==> config.mk <==
export PLATFORM = sky130hd
export DESIGN_NAME = mem_responder
export DESIGN_NICKNAME = d
export VERILOG_FILES = /design/src/rtl/mem_responder.sv
export SDC_FILE = /design/constraint.sdc
export NUM_CORES = 2
export LEC_CHECK = 0
export BUFFER_PORTS_ARGS = -buffer_cell sky130_fd_sc_hd__buf_4
export CAP_MARGIN = 25
export CORE_MARGIN = 2
export CORE_UTILIZATION = 45
export CTS_BUF_LIST = sky130_fd_sc_hd__clkbuf_4 sky130_fd_sc_hd__clkbuf_8 sky130_fd_sc_hd__clkbuf_16
export DETAILED_ROUTE_END_ITERATION = 16
export PLACE_DENSITY = 0.63
export SETUP_SLACK_MARGIN = 0.3
export SYNTH_ARGS = -nofsm -noshare
export SYNTH_HDL_FRONTEND = slang
export SYNTH_SLANG_ARGS = --single-unit
export TNS_END_PERCENT = 100
==> constraint.sdc <==
create_clock -name clk -period 5.7 [get_ports clk]
set_clock_uncertainty 0.15 [all_clocks]
set_input_delay 0.57 -clock clk [delete_from_list [all_inputs] [get_ports clk]]
set_output_delay 0.57 -clock clk [all_outputs]
set_load 0.01 [all_outputs]
==> src/rtl/mem_responder.sv <==
// Fixed-latency word memory responder: accepts one read/write request, answers
// with a single-cycle mem_resp after LATENCY edges, and keeps sticky error flags.
module mem_responder #(
  parameter int unsigned DEPTH_LOG2 = 8,
  parameter int unsigned LATENCY    = 3
) (
  input  logic        clk,
  input  logic        rst_n,
  input  logic        mem_read,
  input  logic        mem_write,
  input  logic [1:0]  mem_byte_enable,
  input  logic [15:0] mem_address,
  input  logic [15:0] mem_wdata,
  output logic [15:0] mem_rdata,
  output logic        mem_resp,
  output logic        addr_err,
  output logic        protocol_err
);

  localparam int unsigned DEPTH = 1 << DEPTH_LOG2;
  localparam int unsigned CNT_W = 4;
  localparam int unsigned WA_W  = 15;

  typedef enum logic [1:0] {IDLE, BUSY, RESP} state_e;

  state_e             state_q, state_d;
  logic [CNT_W-1:0]   cnt_q, cnt_d;
  logic [WA_W-1:0]    waddr_q, waddr_d;
  logic [15:0]        wdata_q, wdata_d;
  logic [1:0]         be_q, be_d;
  logic               wr_q, wr_d;
  logic               both_q, both_d;
  logic [15:0]        rdata_q, rdata_d;
  logic               resp_q, resp_d;
  logic               aerr_q, aerr_d;
  logic               perr_q, perr_d;

  logic [15:0]        mem_q [DEPTH];

  logic                  go_resp_c;
  logic                  in_range_c;
  logic [DEPTH_LOG2-1:0] widx_c;
  logic                  mem_we_c;
  logic                  unused_addr0_c;

  // Byte address bit 0 carries no information for word accesses.
  assign unused_addr0_c = mem_address[0];

  // State register
  always_ff @(posedge clk or negedge rst_n) begin
    if (!rst_n) begin
      state_q <= IDLE;
    end else begin
      state_q <= state_d;
    end
  end

  // Next-state logic
  always_comb begin
    state_d = state_q;
    case (state_q)
      IDLE: if (mem_read || mem_write) state_d = (LATENCY == 1) ? RESP : BUSY;
      BUSY: if (cnt_q == CNT_W'(1)) state_d = RESP;
      RESP: state_d = IDLE;
      default: state_d = IDLE;
    endcase
  end

  // Output / datapath next values; the *_d transaction fields describe the
  // transaction being completed so LATENCY=1 uses the inputs directly.
  always_comb begin
    cnt_d   = cnt_q;
    waddr_d = waddr_q;
    wdata_d = wdata_q;
    be_d    = be_q;
    wr_d    = wr_q;
    both_d  = both_q;
    case (state_q)
      IDLE: begin
        if (mem_read || mem_write) begin
          cnt_d   = CNT_W'(LATENCY - 1);
          waddr_d = mem_address[15:1];
          wdata_d = mem_wdata;
          be_d    = mem_byte_enable;
          wr_d    = mem_write;
          both_d  = mem_read & mem_write;
        end
      end
      BUSY:    cnt_d = cnt_q - CNT_W'(1);
      default: cnt_d = cnt_q;
    endcase

    go_resp_c  = (state_d == RESP);
    in_range_c = ((waddr_d >> DEPTH_LOG2) == '0);
    widx_c     = waddr_d[DEPTH_LOG2-1:0];
    mem_we_c   = go_resp_c & wr_d & in_range_c & rst_n;

    resp_d  = go_resp_c;
    rdata_d = rdata_q;
    if (go_resp_c && !wr_d) rdata_d = in_range_c ? mem_q[widx_c] : 16'h0000;
    aerr_d  = aerr_q | (go_resp_c & ~in_range_c);
    perr_d  = perr_q | (go_resp_c & both_d);
  end

  // Datapath registers
  always_ff @(posedge clk or negedge rst_n) begin
    if (!rst_n) begin
      cnt_q   <= '0;
      waddr_q <= '0;
      wdata_q <= '0;
      be_q    <= '0;
      wr_q    <= 1'b0;
      both_q  <= 1'b0;
      rdata_q <= '0;
      resp_q  <= 1'b0;
      aerr_q  <= 1'b0;
      perr_q  <= 1'b0;
    end else begin
      cnt_q   <= cnt_d;
      waddr_q <= waddr_d;
      wdata_q <= wdata_d;
      be_q    <= be_d;
      wr_q    <= wr_d;
      both_q  <= both_d;
      rdata_q <= rdata_d;
      resp_q  <= resp_d;
      aerr_q  <= aerr_d;
      perr_q  <= perr_d;
    end
  end

  // Storage is intentionally not reset; per-lane write on the edge entering RESP.
  always_ff @(posedge clk) begin
    if (mem_we_c) begin
      if (be_d[0]) mem_q[widx_c][7:0]  <= wdata_d[7:0];
      if (be_d[1]) mem_q[widx_c][15:8] <= wdata_d[15:8];
    end
  end

  assign mem_rdata    = rdata_q;
  assign mem_resp     = resp_q;
  assign addr_err     = aerr_q;
  assign protocol_err = perr_q;

endmodule
==> results_dict.tcl <==
set metrics [dict create \
    worstHoldPathType "in2reg" \
    vias_per_cell 6.35 \
    ys_async_sr_fraction 0.0144 \
    grt_usage 0.294 \
    cp.required_ns 6.49 \
    crit_top_cell "buf_12" \
    r2r_end "mem_rdata[10]" \
    synth_cell_types 84 \
    cp.arrival_ns 6.04 \
    drt_iter0_drc 16600 \
    design.final.nets 11900 \
    yosys.area.top_type_share 0.741 \
    yosysSeqAreaShare 0.750 \
    rows 223 \
    fin_crit_ns 5.26 \
    yosys_warnings 0 \
    slew_headroom 0.195 \
    final_antenna_net_count 0 \
    setup_viol 0 \
    globalplace.congestion 0.934 \
    vias 109000 \
    firstDrtPassIters 8 \
    crit_start "state_q[0]" \
    ctsResizeCount 0 \
    syn_area_um2 166000 \
    routed_wl_mm 562 \
    crit_buf_inv 2 \
    port_buffers 55 \
    root_buffer "clkbuf_16" \
    dieArea_um2 374000 \
    antenna_found_initial 38 \
    reg2reg_from "state_q[0]" \
    leakagePower_uw 0.0649 \
    setup_tns_ns 0 \
    start_util 0.451 \
    min-delay-start "mem_address[8]" \
    endpoint_kind "flop" \
    drv_slew 0 \
    grt_pass1_vias 103000 \
    cts_inserted_buffers 421 \
    cp_max_fo 36 \
    die_h_um 611 \
    ys_ff_latch 4156 \
    worstMarginPinSlew_ns 1.19 \
    dieWidth_um 611 \
    critical_path.top_delay_family "compound AO/OA/AOI/OAI gates" \
    path_depth 11 \
    crit_end "mem_rdata[10]" \
    synth_edf_count 4096 \
    insertion_delay_ns 1.03 \
    cts_hold_buf 18 \
    grt_max_degree 164 \
    slowest_stage "a2111oi_1" \
    layout-drive-gt1-share 0.156 \
    syn_avg_cell_area_um2 14.7 \
    crit_path_cell_trace "or2_1 -> buf_12 -> nor3_1 -> or2_4 -> nand2_4 -> buf_12 -> o221ai_1 -> a31oi_1 -> a2111oi_1 -> o2111ai_1 -> o31ai_1" \
    cts.sinks 4156 \
    outcome "finished clean" \
    powerDensity_nw_per_um2 568 \
    syn-num-nets 11300 \
    grt-ovfl-total 0 \
    cts_post_setup_buffers_inserted 0 \
    slowest_delay_ns 0.91 \
    placed_area_um2 178000 \
    min_period_over_period 0.922 \
    clkTransAtPathRegs_ns 0.06 \
    final_area_um2 192000 \
    grt_first_pass_wirelength_mm 782 \
    ys.flop_type "edfxtp_1" \
    worst_r2r_path_depth 11 \
    start_kind "flop" \
    drc 0 \
    hpwl_mm 350 \
    maxCapViolations 0 \
    cts_tree "yes" \
    clock_path_buffers 4 \
    yosys.area.top_type "edfxtp_1" \
    area_delta_synth_final_pct 15.6 \
    r2r_slack_ns 0.44 \
    critical_path_class "reg2reg" \
    coreArea_um2 368000 \
    syn_inst 11300 \
    hold_viol 0 \
    wl_per_cell_um 32.8 \
    peakVddDrop_v 0.000568 \
    rsz0062_at_grt "false" \
    synthTopCellsByArea "edfxtp_1, nand2_1, mux2i_1" \
    cts_max_level 5 \
    ios 57 \
    fmaxAchievable_mhz 190 \
]
[registers in the layout, summed over array words and instances (netlist names)]
register	count
waddr_q	15
addr_err	1
protocol_err	1
mem_resp	1
wr_q	1
cnt_q	4
state_q	2
mem_rdata	16
be_q	2
both_q	1
wdata_q	16
mem_q	4096
[synth_stat cells, types with 44 or more instances]
cell,instances
a311oi_1,99
nor4_1,78
and3_1,541
mux2i_1,521
o22ai_1,156
nand2b_1,47
or4_1,44
a211oi_1,542
nand2_1,2040
buf_2,327
a31oi_1,308
a21oi_1,215
dfrtp_1,60
o21ai_0,93
mux4_2,84
nor2_1,573
buf_4,90
buf_1,69
nand3_1,356
edfxtp_1,4096
o221ai_1,103
clkbuf_1,323
[worst min path at each step]
| stage | to | slack, ns | cells after the start |
|---|---|---|---|
| final | waddr_q[7] | 0.10 | 4 |
| after CTS | waddr_q[7] | 0.007 | 4 |
| after detailed placement | addr_err | 0.30 | 1 |
| after floorplan | addr_err | 0.12 | 0 |
| after global routing | waddr_q[7] | 0.06 | 4 |
| after global placement | addr_err | 0.29 | 1 |
[metrics by stage]
step,hold WS [ns],power (uW),util,worst slack [ns],instances
6_report,0.101,109000,0.522,0.443,17100
5_1_grt,0.0556,111000,0.521,0.554,17100
4_1_cts,0.00703,108000,0.521,0.747,17100
3_5_place_dp,0.299,80500,0.483,0.519,16300
3_3_place_gp,0.291,79700,0.483,0.181,16300
2_1_floorplan,0.124,62500,-,-0.914,11300
[per-layer routing]
layer / GRT usage / wire (um) / vias up / share of wire
met5: 0 / 164 / - / 0.00029
met4: 0.147 / 32400 / 22 / 0.058
met3: 0.0756 / 73500 / 1278 / 0.13
met2: 0.445 / 250000 / 7423 / 0.45
met1: 0.394 / 205000 / 55100 / 0.37
li1: - / - / 44900 / -
[cells in the final DEF (no fill, tap or decap), types with 32 or more instances in the layout]
cell and n:
edfxtp_1 4096, nand2_1 2019, buf_4 915, nor2_1 567, a211oi_1 542, and3_1 541
mux2i_1 517, clkbuf_16 427, nand3_1 354, a31oi_1 300, a21oi_1 215, o22ai_1 156
buf_12 110, o221ai_1 103, a311oi_1 99, o21ai_0 92, clkinv_1 91, clkinv_2 89
mux4_2 84, clkbuf_4 79, nor4_1 76, dfrtp_1 60, nand2b_1 47, or4_1 44
a32oi_1 40, nand4_1 37, bufinv_16 36, a2111oi_0 35, a22oi_1 32
[power by group]
group / internal [uW] / total, uW / leakage (uW) / switching, uW
clock network: 15900 / 27800 / 0.00695 / 11900
logic: 10800 / 41600 / 0.0201 / 30800
registers: 39400 / 39700 / 0.0379 / 230
total: 66100 / 109000 / 0.0649 / 43000
[kinds of logic (layout without fill, tap and decap cells)]
| kind of cell | Yosys count | in the layout | synth area share |
|---|---|---|---|
| and+or+nand+nor | 3789 | 3789 | 0.101 |
| muxes | 629 | 629 | 0.0444 |
| buffers and inverters | 861 | 1840 | 0.0254 |
| adders and majority gates | 2 | 2 | 0.000151 |
| AOI/OAI and AO/OA | 1838 | 1838 | 0.0790 |
| DFF | 4156 | 4156 | 0.750 |
| other | 0 | 25 | 0 |
[worst register-to-register path, stage by stage, from the launching register on]
cell and delay [ns]:
dfrtp_1 0.46, or2_1 0.31, buf_12 0.19, nor3_1 0.57, or2_4 0.57, nand2_4 0.48, buf_12 0.35, o221ai_1 0.28
a31oi_1 0.21, a2111oi_1 0.91, o2111ai_1 0.38, o31ai_1 0.32
[layout make-up]
| cell class | instances | area (um^2) |
|---|---|---|
| fillers | 29600 | 176000 |
| flip-flops and latches | 4156 | 124000 |
| multi-input cells | 6258 | 38000 |
| clock buffers | 518 | 11400 |
| repair buffers | 1048 | 9330 |
| well taps | 4837 | 6050 |
| clock inverters | 256 | 2490 |
| inverters | 18 | 98.8 |
| diodes | 25 | 62.6 |
(Power assumes the default switching activity.)
